[config.mk]
export PLATFORM = sky130hd
export DESIGN_NAME = instruction_fetch_flat
export DESIGN_NICKNAME = d
export VERILOG_FILES = /design/src/rtl/instruction_fetch_if.sv /design/src/rtl/instruction_fetch.sv /design/src/flat_wrapper.sv
export SDC_FILE = /design/constraint.sdc
export NUM_CORES = 1
export LEC_CHECK = 0
export CORE_MARGIN = 2
export CORE_UTILIZATION = 55
export CTS_BUF_LIST = sky130_fd_sc_hd__clkbuf_8
export DETAILED_ROUTE_END_ITERATION = 10
export PLACE_DENSITY_LB_ADDON = 0.15
export SLEW_MARGIN = 10
export SYNTH_ARGS = -nofsm -noshare
export SYNTH_HDL_FRONTEND = slang
export SYNTH_SLANG_ARGS = --single-unit
[constraint.sdc]
create_clock -name clk -period 11.4 [get_ports clk]
set_input_delay 1.14 -clock clk [delete_from_list [all_inputs] [get_ports clk]]
set_output_delay 1.14 -clock clk [all_outputs]
set_load 0.02 [all_outputs]
[src/rtl/instruction_fetch_if.sv]
// Signal bundle between the fetch unit, instruction memory and decoder.
// The master side belongs to the fetch unit; the slave side is the surrounding environment.
interface instruction_fetch_if;
  logic        pc_we;
  logic [63:0] pc_target;
  logic        imem_req_valid;
  logic        imem_req_ready;
  logic [63:0] imem_req_addr;
  logic        imem_resp_valid;
  logic [31:0] imem_resp_data;
  logic [31:0] instruction;
  logic [63:0] inst_pc;
  logic        inst_valid;
  logic        inst_ready;

  modport master (
    input  pc_we, pc_target, imem_req_ready, imem_resp_valid, imem_resp_data, inst_ready,
    output imem_req_valid, imem_req_addr, instruction, inst_pc, inst_valid
  );

  modport slave (
    output pc_we, pc_target, imem_req_ready, imem_resp_valid, imem_resp_data, inst_ready,
    input  imem_req_valid, imem_req_addr, instruction, inst_pc, inst_valid
  );
endinterface

[src/rtl/instruction_fetch.sv]
// Instruction fetch: one outstanding memory request feeding an in-order instruction buffer.
// Define FETCH_MISALIGN_TRAP_EN to halt and flag misaligned redirects instead of truncating them.
module instruction_fetch #(
  parameter logic [63:0] RESET_PC  = 64'h0000_0000_0000_0000,
  parameter int          BUF_DEPTH = 2
) (
  input  logic                clk,
  input  logic                rst,
`ifdef FETCH_MISALIGN_TRAP_EN
  output logic                fetch_misaligned,
`endif
  instruction_fetch_if.master bus
);
  localparam int          PTR_W = $clog2(BUF_DEPTH);
  localparam int          CNT_W = $clog2(BUF_DEPTH + 1);
  localparam logic [31:0] NOP   = 32'h0000_0013;

  typedef enum logic [1:0] {IDLE, REQ, WAIT, DROP} state_t;

  state_t           state, state_next;
  logic [63:0]      fetch_pc, req_pc, last_pc, target_pc;
  logic [31:0]      data_mem [BUF_DEPTH];
  logic [63:0]      pc_mem [BUF_DEPTH];
  logic [PTR_W-1:0] head, tail;
  logic [CNT_W-1:0] count;
  logic             has_inst, accept, push, pop, in_flight, halt_next;

`ifdef FETCH_MISALIGN_TRAP_EN
  assign target_pc = bus.pc_target;
  assign halt_next = bus.pc_we ? (bus.pc_target[1:0] != 2'b00) : fetch_misaligned;

  always_ff @(posedge clk or posedge rst) begin
    if (rst)
      fetch_misaligned <= 1'b0;
    else if (bus.pc_we)
      fetch_misaligned <= (bus.pc_target[1:0] != 2'b00);
  end
`else
  assign target_pc = bus.pc_target & ~64'h3;
  assign halt_next = 1'b0;
`endif

  assign has_inst = (count != '0);
  assign accept   = (state == REQ) && bus.imem_req_ready;
  assign push     = (state == WAIT) && bus.imem_resp_valid && !bus.pc_we;
  assign pop      = has_inst && bus.inst_ready && !bus.pc_we;

  // A request accepted this cycle, or still awaiting its response, must have that response dropped.
  assign in_flight = accept ||
                     (((state == WAIT) || (state == DROP)) && !bus.imem_resp_valid);

  assign bus.imem_req_valid = (state == REQ);
  assign bus.imem_req_addr  = fetch_pc;
  assign bus.inst_valid     = has_inst;
  assign bus.instruction    = has_inst ? data_mem[head] : NOP;
  assign bus.inst_pc        = has_inst ? pc_mem[head] : last_pc;

  always_comb begin
    state_next = state;
    case (state)
      IDLE:    if (!halt_next && (count < CNT_W'(BUF_DEPTH))) state_next = REQ;
      REQ:     if (bus.imem_req_ready) state_next = WAIT;
      WAIT:    if (bus.imem_resp_valid) state_next = IDLE;
      DROP:    if (bus.imem_resp_valid) state_next = halt_next ? IDLE : REQ;
      default: state_next = IDLE;
    endcase
    if (bus.pc_we)
      state_next = in_flight ? DROP : (halt_next ? IDLE : REQ);
  end

  always_ff @(posedge clk or posedge rst) begin
    if (rst) begin
      state    <= IDLE;
      fetch_pc <= RESET_PC;
      req_pc   <= RESET_PC;
      last_pc  <= RESET_PC;
      head     <= '0;
      tail     <= '0;
      count    <= '0;
    end else begin
      state <= state_next;
      if (has_inst)
        last_pc <= pc_mem[head];
      if (accept)
        req_pc <= fetch_pc;
      if (bus.pc_we) begin
        fetch_pc <= target_pc;
        head     <= '0;
        tail     <= '0;
        count    <= '0;
      end else begin
        if (accept)
          fetch_pc <= fetch_pc + 64'd4;
        if (push)
          tail <= tail + PTR_W'(1);
        if (pop)
          head <= head + PTR_W'(1);
        if (push && !pop)
          count <= count + CNT_W'(1);
        else if (pop && !push)
          count <= count - CNT_W'(1);
      end
    end
  end

  // Buffer storage carries no reset; entries are only read while count says they are live.
  always_ff @(posedge clk) begin
    if (push) begin
      data_mem[tail] <= bus.imem_resp_data;
      pc_mem[tail]   <= req_pc;
    end
  end
endmodule
[src/flat_wrapper.sv]
// flat-port wrapper written by rule: the top's interface ports become plain ports
module instruction_fetch_flat 
#(
  parameter logic [63:0] RESET_PC  = 64'h0000_0000_0000_0000,
  parameter int          BUF_DEPTH = 2
)
  (clk, rst, bus_pc_we, bus_pc_target, bus_imem_req_ready, bus_imem_resp_valid, bus_imem_resp_data, bus_inst_ready, bus_imem_req_valid, bus_imem_req_addr, bus_instruction, bus_inst_pc, bus_inst_valid);
  instruction_fetch_if bus_i ();
  input  logic clk;
  input  logic rst;
  input wire logic [$bits(bus_i.pc_we)-1:0] bus_pc_we;
  input wire logic [$bits(bus_i.pc_target)-1:0] bus_pc_target;
  input wire logic [$bits(bus_i.imem_req_ready)-1:0] bus_imem_req_ready;
  input wire logic [$bits(bus_i.imem_resp_valid)-1:0] bus_imem_resp_valid;
  input wire logic [$bits(bus_i.imem_resp_data)-1:0] bus_imem_resp_data;
  input wire logic [$bits(bus_i.inst_ready)-1:0] bus_inst_ready;
  output wire logic [$bits(bus_i.imem_req_valid)-1:0] bus_imem_req_valid;
  output wire logic [$bits(bus_i.imem_req_addr)-1:0] bus_imem_req_addr;
  output wire logic [$bits(bus_i.instruction)-1:0] bus_instruction;
  output wire logic [$bits(bus_i.inst_pc)-1:0] bus_inst_pc;
  output wire logic [$bits(bus_i.inst_valid)-1:0] bus_inst_valid;
  assign bus_i.pc_we = bus_pc_we;
  assign bus_i.pc_target = bus_pc_target;
  assign bus_i.imem_req_ready = bus_imem_req_ready;
  assign bus_i.imem_resp_valid = bus_imem_resp_valid;
  assign bus_i.imem_resp_data = bus_imem_resp_data;
  assign bus_i.inst_ready = bus_inst_ready;
  assign bus_imem_req_valid = bus_i.imem_req_valid;
  assign bus_imem_req_addr = bus_i.imem_req_addr;
  assign bus_instruction = bus_i.instruction;
  assign bus_inst_pc = bus_i.inst_pc;
  assign bus_inst_valid = bus_i.inst_valid;
  instruction_fetch #(.RESET_PC(RESET_PC), .BUF_DEPTH(BUF_DEPTH)) u_core (.clk(clk), .rst(rst), .bus(bus_i));
endmodule
==> metrics.json <==
{
  "internal_power": {"value": 2.75, "unit": "mW"},
  "maxClockFrequency": {"value": 199, "unit": "MHz"},
  "max_cap_viol_count": {"value": 0},
  "critPathArrivalTime": {"value": 3.89, "unit": "ns"},
  "leakage_power": {"value": 7.64, "unit": "nW"},
  "drt_iter0_markers": {"value": 579},
  "ff2ff_path_depth": {"value": 7},
  "critPathSlowestCell": {"value": "sky130_fd_sc_hd__nor2_4"},
  "worst_hold_slack": {"value": 0.465, "unit": "ns"},
  "final_hold_violating_endpoints": {"value": 0},
  "power.share.clock": {"value": 0.273},
  "synth_warnings": {"value": 0},
  "synth_top_cells_by_count": {"value": "sky130_fd_sc_hd__nand2_1, sky130_fd_sc_hd__dfrtp_1, sky130_fd_sc_hd__edfxtp_1, sky130_fd_sc_hd__mux2i_1, sky130_fd_sc_hd__o21ai_0"},
  "postCtsResizedCells": {"value": 0},
  "finish.net_count": {"value": 1636},
  "cts-htree-levels": {"value": 2},
  "critical_path_startpoint_category": {"value": "flop"},
  "cts.hold.buffers_added": {"value": 0},
  "finalCoreUtilization": {"value": 0.705},
  "floorplan.initialDensity": {"value": 0.556},
  "routed_wire_length_per_instance": {"value": 18.0, "unit": "um"},
  "worstPathRequired": {"value": 10.26, "unit": "ns"},
  "timing_worst_slew_pin_value": {"value": 1.13, "unit": "ns"},
  "worstSkewPairLatency": {"value": 0.60, "unit": "ns"},
  "synth_enable_flop_cells": {"value": 188},
  "peakVddDrop": {"value": 0.161, "unit": "mV"},
  "max_slew_margin": {"value": 0.243},
  "critical_path.startpoint": {"value": "u_core.count[1]$_DFFE_PP0P_"},
  "rsz_0062_raised_after_global_routing": {"value": "false"},
  "worst-path-max-fanout": {"value": 103},
  "seq_power_share": {"value": 0.481},
  "hold_path.class": {"value": "flop to flop"},
  "cts.path.max_buffers": {"value": 3},
  "timing.hold.worst_path_depth": {"value": 0},
  "synth-simple-area-share": {"value": 0.152},
  "post_synthesis_cell_count": {"value": 1259},
  "gr-usage-all-layers": {"value": 0.239},
  "std_cell_rows": {"value": 61},
  "num_vias": {"value": 10397},
  "die_w": {"value": 171, "unit": "um"},
  "floorplan.die_area": {"value": 0.0294, "unit": "mm^2"},
  "post_synth_mux_area_share": {"value": 0.0671},
  "core_area": {"value": 0.0277, "unit": "mm^2"},
  "synthDominantAreaCellType": {"value": "sky130_fd_sc_hd__edfxtp_1"},
  "cp_top_family": {"value": "buffers and inverters"},
  "synthAdderAreaFrac": {"value": 0.00487},
  "asyncSetResetFlopFracSynth": {"value": 0.508},
  "status": {"value": "finished, final reports clean"},
  "largest_net_degree_at_the_start_of_global_routing": {"value": 120},
  "largest_family_of_logic_cells_by_synthesized_area": {"value": "simple AND/OR/NAND/NOR gates"},
  "post-synth-top-count-cell": {"value": "sky130_fd_sc_hd__nand2_1"},
  "floorplan.die.height": {"value": 171, "unit": "um"},
  "via_per_inst": {"value": 5.31},
  "yosysTopAreaCellShare": {"value": 0.366},
  "wirelength_routed": {"value": 35200, "unit": "um"},
  "clock_sinks": {"value": 382},
  "synth-compound-area-share": {"value": 0.0531},
  "grt_pass1_vias": {"value": 10122},
  "p_sw": {"value": 1.24, "unit": "mW"},
  "worst_setup_path_end_kind": {"value": "primary output"},
  "r2r_startpoint": {"value": "u_core.state[1]$_DFFE_PP0P_"},
  "timing.critical_path.slowest_cell_delay": {"value": 0.87, "unit": "ns"},
  "cts-buffers-inserted": {"value": 59},
  "worst_r2r_endpoint": {"value": "u_core.bus.imem_req_addr[52]$_DFFE_PP0N_"},
  "synth.distinct_cells": {"value": 47},
  "synth.top_cells.by_area": {"value": "sky130_fd_sc_hd__edfxtp_1, sky130_fd_sc_hd__dfrtp_1, sky130_fd_sc_hd__nand2_1, sky130_fd_sc_hd__mux2i_1, sky130_fd_sc_hd__o21ai_0"},
  "hold-path-endpoint": {"value": "u_core.pc_mem[1][41]$_DFFE_PP_"},
  "ant_nets": {"value": 0},
  "synthToLayoutAreaGrowth": {"value": 26.7, "unit": "%"},
  "grt_antenna_before_repair": {"value": 2},
  "root_buffer": {"value": "sky130_fd_sc_hd__clkbuf_8"},
  "critical_setup_path_kind": {"value": "flop to primary output"},
  "min-delay-start": {"value": "u_core.req_pc[41]$_DFFE_PP0P_"},
  "drt-pass1-iter-count": {"value": 5},
  "pwr_density_cell": {"value": 205, "unit": "mW/mm^2"},
  "seq_area_frac_synth": {"value": 0.681},
  "synth.ff_latch_count": {"value": 382},
  "gp_routability_congestion": {"value": 0.850},
  "dominantRegCellSynth": {"value": "sky130_fd_sc_hd__dfrtp_1"},
  "detailedPlace.worstSlack": {"value": 6.95, "unit": "ns"},
  "syn_avg_cell_area": {"value": 12.2, "unit": "um^2"},
  "slew_violations": {"value": 0},
  "synth.cell_area": {"value": 0.0154, "unit": "mm^2"},
  "timing.critical_path.cells": {"value": "nor2_4 > buf_4 > nand2_1 > o21ai_0 > clkdlybuf4s50_1"},
  "post_synth_xor_area_fraction": {"value": 0.0216},
  "first_pass_grt_wire_length": {"value": 54700, "unit": "um"},
  "detailed_place_hpwl": {"value": 22300, "unit": "um"},
  "fraction_of_final_layout_cells_with_drive_strength_greater_than_1": {"value": 0.0779},
  "r2r_setup_slack": {"value": 8.36, "unit": "ns"},
  "power.switching_fraction": {"value": 0.311},
  "clk_pin_slew": {"value": 0.06, "unit": "ns"},
  "io_buffer_count": {"value": 259},
  "finalSetupViolations": {"value": 0},
  "global_route.overflow_total": {"value": 0},
  "finalWorstSetupSlack": {"value": 6.37, "unit": "ns"},
  "num_io_pins": {"value": 264},
  "tritoncts_clock_tree": {"value": "yes"},
  "worst_clock_skew": {"value": 0.0194, "unit": "ns"},
  "post-route-drc-count": {"value": 0},
  "tns": {"value": 0, "unit": "ns"},
  "combinationalPowerShare": {"value": 0.246},
  "period_minus_slack": {"value": 5.03, "unit": "ns"},
  "crit_buf_inv": {"value": 2},
  "cts_setup_buffers": {"value": 0},
  "period_share": {"value": 0.441}
}
-- sequential cells by signal, summed over array words and instances, names as in the netlist --
name                      count
u_core.bus.imem_req_addr     62
u_core.req_pc                62
u_core.tail                   1
u_core.state                  2
u_core.pc_mem               124
u_core.count                  2
u_core.head                   1
u_core.last_pc               64
u_core.data_mem              64
-- per-stage QoR --
step                cells  total power, mW  instance area, um^2
CTS                  1956             4.03                19500
floorplan            1260             2.46                15400
finish               1959             4.00                19500
global route         1958             4.21                19500
detailed placement   1845             2.94                18300
global placement     1845             2.90                18300
-- layer usage --
layer  up-vias  routed length (um)  GRT usage
li1       4996                   -          -
met1      5005               15000      0.327
met2       334               16500      0.375
met3        62                2710     0.0619
met4         0                 966     0.0836
met5         -                   0          0
-- worst max path at each step --
stage,endpoint,depth (start not counted)
floorplan,u_core.data_mem[1][0]$_DFFE_PP_,3
global placement,bus_inst_pc[42],4
detailed placement,bus_inst_pc[61],5
CTS,bus_inst_pc[61],5
global route,bus_inst_pc[61],5
finish,bus_inst_pc[61],5
-- power by group through the flow --
stage                     Clock [mW]  Combinational, mW  Sequential, mW
after detailed placement           0              0.992            1.95
after floorplan                    0              0.531            1.92
final                           1.09              0.985            1.92
after global placement             0              0.972            1.93
after CTS                       1.11              0.997            1.92
after global routing            1.18               1.08            1.95
-- cells in the final DEF (no fill, tap or decap), types with 5 or more instances in the layout --
| cell | n |
|---|---|
| sky130_fd_sc_hd__nor4_1 | 6 |
| sky130_fd_sc_hd__o31a_1 | 6 |
| sky130_fd_sc_hd__nand2_1 | 316 |
| sky130_fd_sc_hd__clkdlybuf4s50_1 | 258 |
| sky130_fd_sc_hd__nand4_1 | 26 |
| sky130_fd_sc_hd__o21ai_1 | 11 |
| sky130_fd_sc_hd__inv_1 | 32 |
| sky130_fd_sc_hd__nand3_1 | 25 |
| sky130_fd_sc_hd__xnor2_1 | 11 |
| sky130_fd_sc_hd__edfxtp_1 | 188 |
| sky130_fd_sc_hd__o21ai_0 | 94 |
| sky130_fd_sc_hd__or4_1 | 11 |
| sky130_fd_sc_hd__buf_4 | 13 |
| sky130_fd_sc_hd__a22oi_1 | 5 |
| sky130_fd_sc_hd__a31oi_1 | 14 |
| sky130_fd_sc_hd__nor2b_1 | 7 |
| sky130_fd_sc_hd__nor2_1 | 61 |
| sky130_fd_sc_hd__clkbuf_8 | 73 |
| sky130_fd_sc_hd__nor3_1 | 9 |
| sky130_fd_sc_hd__clkinv_2 | 6 |
| sky130_fd_sc_hd__dfrtp_1 | 193 |
| sky130_fd_sc_hd__ha_1 | 6 |
| sky130_fd_sc_hd__or3_1 | 7 |
| sky130_fd_sc_hd__mux2i_1 | 101 |
| sky130_fd_sc_hd__o31ai_1 | 7 |
| sky130_fd_sc_hd__xor2_1 | 27 |
| sky130_fd_sc_hd__nand4_2 | 5 |
| sky130_fd_sc_hd__clkinv_1 | 7 |
| sky130_fd_sc_hd__and2_1 | 7 |
-- worst register-to-register path, stage by stage (launching register included) --
cell                      delay [ns]
sky130_fd_sc_hd__dfrtp_1        0.41
sky130_fd_sc_hd__inv_1          0.12
sky130_fd_sc_hd__ha_1           0.31
sky130_fd_sc_hd__nand2_2        0.50
sky130_fd_sc_hd__nor4_1         0.85
sky130_fd_sc_hd__nand4_1        0.27
sky130_fd_sc_hd__or4_1          0.44
sky130_fd_sc_hd__nand3_1        0.09
-- layout make-up --
type	count	area (um^2)
Fill cell	2042	8180
Timing Repair Buffer	271	2680
Clock buffer	73	1000
Tap cell	378	473
Clock inverter	38	171
Sequential cell	382	10500
Multi-Input combinational cell	803	4630
Inverter	11	48.8
Antenna cell	3	7.51
-- cell families (layout without fill, tap and decap cells) --
family	Yosys count	after routing
AO/OA/AOI/OAI	145	145
XOR/XNOR	38	38
adder cells (fa/ha/maj)	6	6
buffers and inverters	75	393
flip-flops	382	382
multiplexers	103	103
other	1	5
AND/OR/NAND/NOR	509	509
Note: power is estimated with default switching activity, not from simulation.
